File: src/rtl/key_buzzer_ctrl.sv
// key_buzzer_ctrl: key-driven passive buzzer controller, 8-note scale C4..C5
//   BEEP_CYCLES  beep duration in clock cycles (>= 1)
//   clk          system clock (50 MHz)
//   rst_n        asynchronous active-low reset
//   key_flag     one-cycle strobe qualifying key_value
//   key_value    debounced key levels, 0 = pressed (110 next, 101 prev, 011 play/stop)
//   beep         registered square-wave buzzer drive
//   note_idx     registered current note index 0..7
//   busy         registered, high while a beep is playing
module key_buzzer_ctrl #(
    parameter int BEEP_CYCLES = 25_000_000
) (
    input  logic       clk,
    input  logic       rst_n,
    input  logic       key_flag,
    input  logic [2:0] key_value,
    output logic       beep,
    output logic [2:0] note_idx,
    output logic       busy
);
    localparam int DW = (BEEP_CYCLES > 1) ? $clog2(BEEP_CYCLES) : 1;
    localparam logic [0:0] IDLE = 1'b0;
    localparam logic [0:0] PLAY = 1'b1;

    logic [0:0]    state, state_n;
    logic [17:0]   pwm_cnt, pwm_n, per;
    logic [DW-1:0] dur_cnt, dur_n;
    logic [2:0]    note_n;
    logic          is_next, is_prev, is_ply, start, stop, expire, beep_n;

    function automatic logic [17:0] period(input logic [2:0] i);
        case (i)
            3'd0:    period = 18'd191112;
            3'd1:    period = 18'd170265;
            3'd2:    period = 18'd151685;
            3'd3:    period = 18'd143172;
            3'd4:    period = 18'd127551;
            3'd5:    period = 18'd113636;
            3'd6:    period = 18'd101239;
            default: period = 18'd95557;
        endcase
    endfunction

    always_comb begin
        is_next = key_flag && key_value == 3'b110;
        is_prev = key_flag && key_value == 3'b101;
        is_ply  = key_flag && key_value == 3'b011;
        start   = is_next || is_prev || (is_ply && state == IDLE);
        stop    = is_ply && state == PLAY;
        expire  = state == PLAY && dur_cnt == '0;
        note_n  = is_next ? note_idx + 3'd1 : is_prev ? note_idx - 3'd1 : note_idx;
        // an event in the expiry cycle wins over the expiry
        state_n = start ? PLAY : (stop || expire) ? IDLE : state;
        // note_n equals note_idx unless starting, and a start zeroes the phase anyway
        per     = period(note_n);
        pwm_n   = (start || state_n == IDLE || pwm_cnt == per - 18'd1) ? '0 : pwm_cnt + 18'd1;
        dur_n   = start ? DW'(BEEP_CYCLES - 1) : state_n == PLAY ? dur_cnt - DW'(1) : '0;
        // driven from next-state phase so beep lines up with busy
        beep_n  = state_n == PLAY && pwm_n < (per >> 1);
    end

    always_ff @(posedge clk or negedge rst_n) begin
        if (!rst_n) begin
            state    <= IDLE;
            pwm_cnt  <= '0;
            dur_cnt  <= '0;
            note_idx <= '0;
            beep     <= 1'b0;
            busy     <= 1'b0;
        end else begin
            state    <= state_n;
            pwm_cnt  <= pwm_n;
            dur_cnt  <= dur_n;
            note_idx <= note_n;
            beep     <= beep_n;
            busy     <= state_n == PLAY;
        end
    end
endmodule

File: config.mk
export PLATFORM = sky130hd
export DESIGN_NAME = key_buzzer_ctrl
export DESIGN_NICKNAME = d
export VERILOG_FILES = /design/src/rtl/key_buzzer_ctrl.sv
export SDC_FILE = /design/constraint.sdc
export NUM_CORES = 1
export LEC_CHECK = 0
export CORE_ASPECT_RATIO = 1.5
export CORE_MARGIN = 2
export CORE_UTILIZATION = 35
export DETAILED_ROUTE_END_ITERATION = 7
export PLACE_DENSITY_LB_ADDON = 0.1
export SYNTH_ARGS = -nofsm -noshare
export SYNTH_HDL_FRONTEND = slang
export SYNTH_SLANG_ARGS = --single-unit
File: constraint.sdc
create_clock -name clk -period 8.85 [get_ports clk]
set_clock_uncertainty 0.1 [all_clocks]
set_input_delay 0.885 -clock clk [delete_from_list [all_inputs] [get_ports clk]]
set_output_delay 0.885 -clock clk [all_outputs]
set_load 0.02 [all_outputs]
After elaboration in Yosys (flattened, before gate mapping)
Cells that the tools add are included.
- input port bits: 6
- output and inout port bits: 5
- flip-flop bits (word level): 48
- word-level logic and storage cells: 45
- order comparisons: 1
- eq/ne operators: 10
- muxes and demuxes: 8
- reduce and logical (&&, ||, !) cells: 14
- bitwise gates (word level): 2
- add/sub/neg operators: 5
- operator list (operator ; count):
    18-bit one-hot mux with 7 select lines ; 1
    25-bit two-way mux ; 2
    25-bit zero test ; 1
    25-bit by 1-bit subtractor with 25-bit output, second input constant ; 1
    18-bit by 1-bit adder with 18-bit output, second input constant ; 1
    18-bit equality test ; 1
    18-bit by 17-bit < comparator with 1-bit output ; 1
    18-bit two-way mux ; 1
    18-bit by 1-bit subtractor with 18-bit output, second input constant ; 1
    3-bit equality test, second input constant ; 5
    3-bit by 2-bit equality test with 1-bit output, second input constant ; 3
    1-bit logical AND ; 7
    3-bit two-way mux ; 2
    1-bit logical OR ; 5
    3-bit by 1-bit adder with 3-bit output, second input constant ; 1
    3-bit by 1-bit equality test with 1-bit output, second input constant ; 1
    3-bit zero test ; 1
    3-bit by 1-bit subtractor with 3-bit output, second input constant ; 1
    1-bit two-way mux ; 2
    1-bit inverter ; 2

Depth between registers and ports, before layout
- depth in word-level cells: 12
- depth in mapped cells: 31

Least setup slack after synthesis
Ideal clock, no wire load.
- path type: flip-flop to flip-flop
- start point: register note_idx[0]
- end point: register beep
- period minus slack after synthesis: 6.284 ns
- arrival time: 6.102 ns
- setup slack: 2.566 ns
- required time: 8.668 ns
- cell stages (with the launch flop): 32
- setup time: 0.082 ns
- path through: dfrtp_1 -> inv_1 -> buf_1 -> ha_1 -> and3b_1 -> o21a_1 -> o21ai_2 -> inv_2 -> xnor2_1 -> mux2i_1 -> a221o_1 -> and2_1 -> ha_1 -> xor2_1 -> o21ai_0 -> a221o_1 -> nor3b_1 -> o2111ai_1 -> or4b_4 -> nor3_4 -> buf_8 -> nor3_2 -> ha_1 -> a21oi_1 -> nor2b_1 -> o21ai_0 -> a21oi_1 -> o21ai_0 -> o211ai_1 -> a21oi_1 -> o21ai_0 -> a31oi_1
- cells in the longest elaborated chain, start to end: 11
- elaborated cells between the ends (all ways): 18
- those cells by class: add/sub (3); order compare (1); eq/ne (7); mux (4); reduce/logical (3)
- RTL lines (what ; RTL line ; source):
    from (decl) ; 18 ; output logic [2:0] note_idx,
    from (signal assigned) ; 74 ; note_idx <= note_n;
    3-bit by 1-bit subtractor with 3-bit output ; 51 ; note_n = is_next ? note_idx + 3'd1 : is_prev ? note_idx - 3'd1 : note_idx;
    3-bit two-way mux ; 51 ;
    3-bit two-way mux (*) ; 51 ;
    3-bit equality test, or another cell as far along ; 32 ; case (i)
    18-bit one-hot mux with 7 select lines (*) ; 32 ;
    18-bit by 1-bit subtractor with 18-bit output (*) ; 56 ; pwm_n = (start || state_n == IDLE || pwm_cnt == per - 18'd1) ? '0 : pwm_cnt + 18'd1;
    18-bit equality test (*) ; 56 ;
    1-bit logical OR (*) ; 56 ;
    18-bit two-way mux (*) ; 56 ;
    net pwm_n[3] ; 26 ; logic [17:0] pwm_cnt, pwm_n, per;
    18-bit by 17-bit < comparator with 1-bit output (*) ; 59 ; beep_n = state_n == PLAY && pwm_n < (per >> 1);
    1-bit logical AND (*) ; 59 ;
    net beep_n ; 29 ; logic is_next, is_prev, is_ply, start, stop, expire, beep_n;
    to (signal assigned) ; 75 ; beep <= beep_n;
    to (decl) ; 17 ; output logic beep,
The timed path passes the listed nets; every way through them passes the cells marked *.

Worst setup path in the final report
- start point: input port key_value[0]
- end point: register beep
- cells in the longest elaborated chain, start to end: 12
- elaborated cells between the ends (all ways): 31
- those cells by class: add/sub (1); order compare (1); eq/ne (10); mux (6); bitwise (1); reduce/logical (12)
- RTL lines (what ; RTL line ; source):
    from (decl) ; 16 ; input logic [2:0] key_value,
    3-bit equality test / 3-bit by 2-bit equality test with 1-bit output (equally long branches) ; 46, 47 ;
    1-bit logical AND (on tied branches) ; 46, 47 ;
    3-bit two-way mux / 1-bit logical AND (equally long branches) ; 51, 49 ;
    3-bit two-way mux / 1-bit logical OR (equally long branches) ; 51, 53 ;
    3-bit equality test, or another cell as far along ; 32 ;
    18-bit one-hot mux with 7 select lines / 1-bit two-way mux (equally long branches) ; 32, 53 ;
    18-bit by 1-bit subtractor with 18-bit output / 1-bit inverter (equally long branches) ; 56 ;
    18-bit equality test / 1-bit logical OR (equally long branches) ; 56 ;
    1-bit logical OR (*) ; 56 ;
    18-bit two-way mux (*) ; 56 ;
    net pwm_n[4] ; 26 ;
    18-bit by 17-bit < comparator with 1-bit output (*) ; 59 ;
    1-bit logical AND (*) ; 59 ;
    net beep_n ; 29 ;
Marks and branches as above.

==> PnR_summary.wiki <==
{| class="wikitable"
! Metric !! Value
|-
| Clock period minus worst slack || 7.31 ns
|-
| Mean number of vias per cell || between 5 and 6
|-
| Top cell family by delay on the critical path || compound AO/OA/AOI/OAI gates
|-
| Slowest cell on the critical path || clkdlybuf4s50_1
|-
| Cell type contributing the most total cell area after synthesis || dfrtp_1
|-
| Buffers added on ports || 10
|-
| Post-Syn Nets || just under 500
|-
| Crit path required time || 8.97 ns
|-
| Number of iterations in the first detailed-routing pass || 4
|-
| Unrepaired setup endpoints after global routing || no
|-
| Die outline area || 0.0124 mm^2
|-
| Top post-synthesis cells by area || dfrtp_1 (30%), ha_1 (6.5%), xnor2_1 (6.3%), o21ai_0 (4.1%), nor2_1 (4.0%)
|-
| Sequential Area || 0.00120 mm^2
|-
| Antenna diode count || 0
|-
| Share of final-layout standard cells stronger than drive strength 1 || 10.6%
|-
| Portion of the post-synthesis area used by sequential elements || 29.9%
|-
| WHS Endpoint || dur_cnt[0]
|-
| Final worst-path setup slack || 1.54 ns
|-
| Leakage component of the power || approximately 1.8 nW
|-
| Number of synthesis warnings || 0
|-
| Final-stage net count || 491
|-
| Detailed-placement wirelength estimate || between 8 and 9 mm
|-
| Synth cell count leaders || dfrtp_1 (48), nor2_1 (43), o21ai_0 (33), nand2_1 (31), xnor2_1 (29)
|-
| Number of standard-cell rows in the floorplan || 48
|-
| Layout-stage area growth over the synthesis result || 8.62%
|-
| Min-delay src || dur_cnt[0]
|-
| Headroom to the max-slew limit || roughly 34%
|-
| Core Area || 0.0114 mm^2
|-
| Crit Reg-Reg Startpoint || note_idx[0]
|-
| Insertion delay to the later sink of the worst-skew pair || 0.30 ns
|-
| Outcome || finished clean
|-
| Design Power || 1.17 mW
|-
| WHS Path Cells || 1
|-
| Total Routed Length || 11.8 mm
|-
| Crit path launch type || primary input
|-
| Gates resized, CTS repair || 0
|-
| Cell count after placement || roughly 600
|-
| Power density cells || around 270 mW/mm^2
|-
| Filler Cells Inserted || 1177
|-
| TritonCTS clock tree || yes
|-
| DR WL/cell || just under 20 um
|-
| WP data arrival || 7.43 ns
|-
| Highest clock rate || 137 MHz
|-
| Clock-pin transition on the worst setup and hold timing paths || around 0.07 ns
|-
| Final cell count without fillers || 614
|-
| Die X || 91.5 um
|-
| Final-report setup violation count || 0
|-
| Total global routing overflow || 0
|-
| Buffer type at the clock tree root || clkbuf_16
|-
| Worst vdd rail ir drop || 183 uV
|-
| Syn Inst Count || 465
|-
| Number of antenna violations at the first check in global routing || 0
|-
| Largest fanout of any net on the critical path || 16
|-
| Vias in the first global route || between 3000 and 4000
|-
| Post-detailed-route count of antenna-violating nets || 0
|-
| DRC violations left || 0
|-
| Pin count of the biggest net entering global routing || 49
|-
| Total via count after detailed routing || 3481
|-
| Max cap viols || 0
|-
| Reg-to-reg critical path endpoint || beep
|-
| Max-slew violation count || 0
|-
| Most common cell in the synthesized netlist || dfrtp_1
|-
| Number of flops mapped to enable cells by yosys || 0
|-
| First-pass GRT wire length || 19.1 mm
|-
| Fin. Hold Viols || 0
|-
| Area of the multi-input gates || between 0.002 and 0.003 mm^2
|-
| Worst Reg-to-Reg Cells || 29
|-
| Number of distinct library cells after synthesis || 73
|-
| Register-to-register path setup slack || about 1.6 ns
|-
| Starting utilization of the core area || a little over a third
|-
| Area share of the largest cell type after synthesis || between 20 and 30%
|-
| Kind of end point of the critical path || flop
|-
| CTS Hold Buffers Added || 0
|-
| DRC marker count from the first detailed-route iteration || 184
|-
| Number of top-level pins || 11
|-
| Summed negative setup slack over all endpoints || 0 ns
|-
| Placement Setup Slack || 1.22 ns
|-
| Height of the die || 135 um
|-
| Maximum buffer depth of the clock tree || 2
|-
| Clock sinks || 48
|-
| Primary FF master, synth || dfrtp_1
|-
| Crit share post-route || ~83%
|-
| Post-synthesis cell area || 0.00402 mm^2
|-
| CP most frequent cell || o21ai_0
|-
| Clock H-tree levels || 2
|-
| Mapped Avg Cell Area || 8.65 um^2
|-
| Gp weighted congestion || between 0.9 and 1
|-
| Flop and latch count out of synthesis || 48
|-
| Setup repair bufs after CTS || 0
|-
| Number of buffers created by CTS || 5
|-
| GRT Total Usage || 19.9%
|-
| Type of the most critical hold path || reg2reg
|-
| Transition time at the pin with the least slew margin || between 0.9 and 1 ns
|-
| Buf+Inv Stages, Crit Path || 2
|-
| Delay of the slowest critical-path stage || 0.83 ns
|-
| Synth async-reset ratio || 100%
|-
| Category of the critical setup timing path || in2reg
|}
-- sequential cells by signal, indices dropped and copies added, names as in the netlist --
signal    flops
beep          1
dur_cnt      25
note_idx      3
pwm_cnt      18
state         1
-- worst reg2reg max path: cells and delay by family, from the launching register on --
kind	cells	cell delay (ns)
compound gates	13	2.28
xor+xnor	2	0.46
fa+ha+maj	3	1.02
buf+inv	3	0.80
flops	1	0.36
mux	1	0.11
simple gates	7	2.00
-- power by group --
| part | internal [mW] | total (mW) | switching [mW] |
|---|---|---|---|
| Sequential | 0.269 | 0.324 | 0.0549 |
| Combinational | 0.251 | 0.662 | 0.411 |
| Clock | 0.103 | 0.187 | 0.0844 |
-- worst max path at each step --
stage	start	to	slack [ns]	cells after the start
after floorplan	note_idx[0]	beep	2.57	31
final	key_value[0]	beep	1.54	27
after global routing	key_value[0]	beep	0.91	28
after global placement	key_value[0]	beep	1.30	27
after detailed placement	key_value[0]	beep	1.22	27
after CTS	key_value[0]	beep	1.50	27
-- cell type report --
class,count,share of cell area [%]
multi-input combinational,374,60.1
clock buffer,5,2.86
inverter,17,1.46
tap,150,4.30
sequential,48,27.5
clock inverter,2,0.286
timing repair buffer,18,3.55
-- routing by layer --
| layer | GRT usage, % | share of wire (%) |
|---|---|---|
| met3 | 2.06 | 2.7 |
| met2 | 35.5 | 52 |
| met5 | 0 | 0 |
| met1 | 23.0 | 41 |
| met4 | 10.9 | 4.3 |
-- through the flow --
step	hold slack, ns	cell area (um^2)	util, %
finish	0.412	4370	38.5
CTS	0.424	4370	38.5
global route	0.457	4370	38.5
global placement	0.410	4230	37.3
detailed placement	0.411	4230	37.3
floorplan	0.363	4020	-
-- cells by family after synthesis --
kind of cell	share of synthesized area (%)
DFF	29.9
AOI/OAI and AO/OA	19.1
adders and majority gates	6.53
muxes	1.56
buffers and inverters	5.04
xor gates and xnor gates	11.3
and+or+nand+nor	26.6
-- cell usage in the layout (no fill, tap or decap), types with 3 or more instances in the layout --
| cell | synthesis | final |
|---|---|---|
| nand3_1 | 14 | 14 |
| clkdlybuf4s50_1 | 0 | 9 |
| nor4_1 | 3 | 3 |
| dfrtp_1 | 48 | 48 |
| nand4_1 | 8 | 8 |
| o21ai_0 | 33 | 33 |
| o22ai_1 | 3 | 3 |
| a21o_1 | 4 | 4 |
| o211ai_1 | 11 | 11 |
| and2_1 | 4 | 4 |
| and3_1 | 8 | 8 |
| a31oi_1 | 4 | 4 |
| inv_2 | 3 | 3 |
| xnor2_1 | 29 | 29 |
| clkbuf_16 | 0 | 5 |
| xor2_1 | 16 | 16 |
| inv_1 | 14 | 14 |
| nor3b_1 | 4 | 4 |
| o41ai_1 | 3 | 3 |
| o21ai_1 | 3 | 3 |
| nor2_1 | 43 | 43 |
| o311ai_0 | 3 | 3 |
| nand2b_1 | 6 | 6 |
| a21oi_1 | 18 | 18 |
| nor3_2 | 10 | 10 |
| nand2_1 | 31 | 31 |
| or3_1 | 4 | 4 |
| a41oi_1 | 3 | 3 |
| nor3_1 | 21 | 21 |
| or4_1 | 6 | 6 |
| o21ai_2 | 3 | 3 |
| mux2i_1 | 4 | 4 |
| buf_4 | 0 | 8 |
| nor2b_1 | 4 | 4 |
| ha_1 | 21 | 21 |
Power figures use the tool's default switching activity.
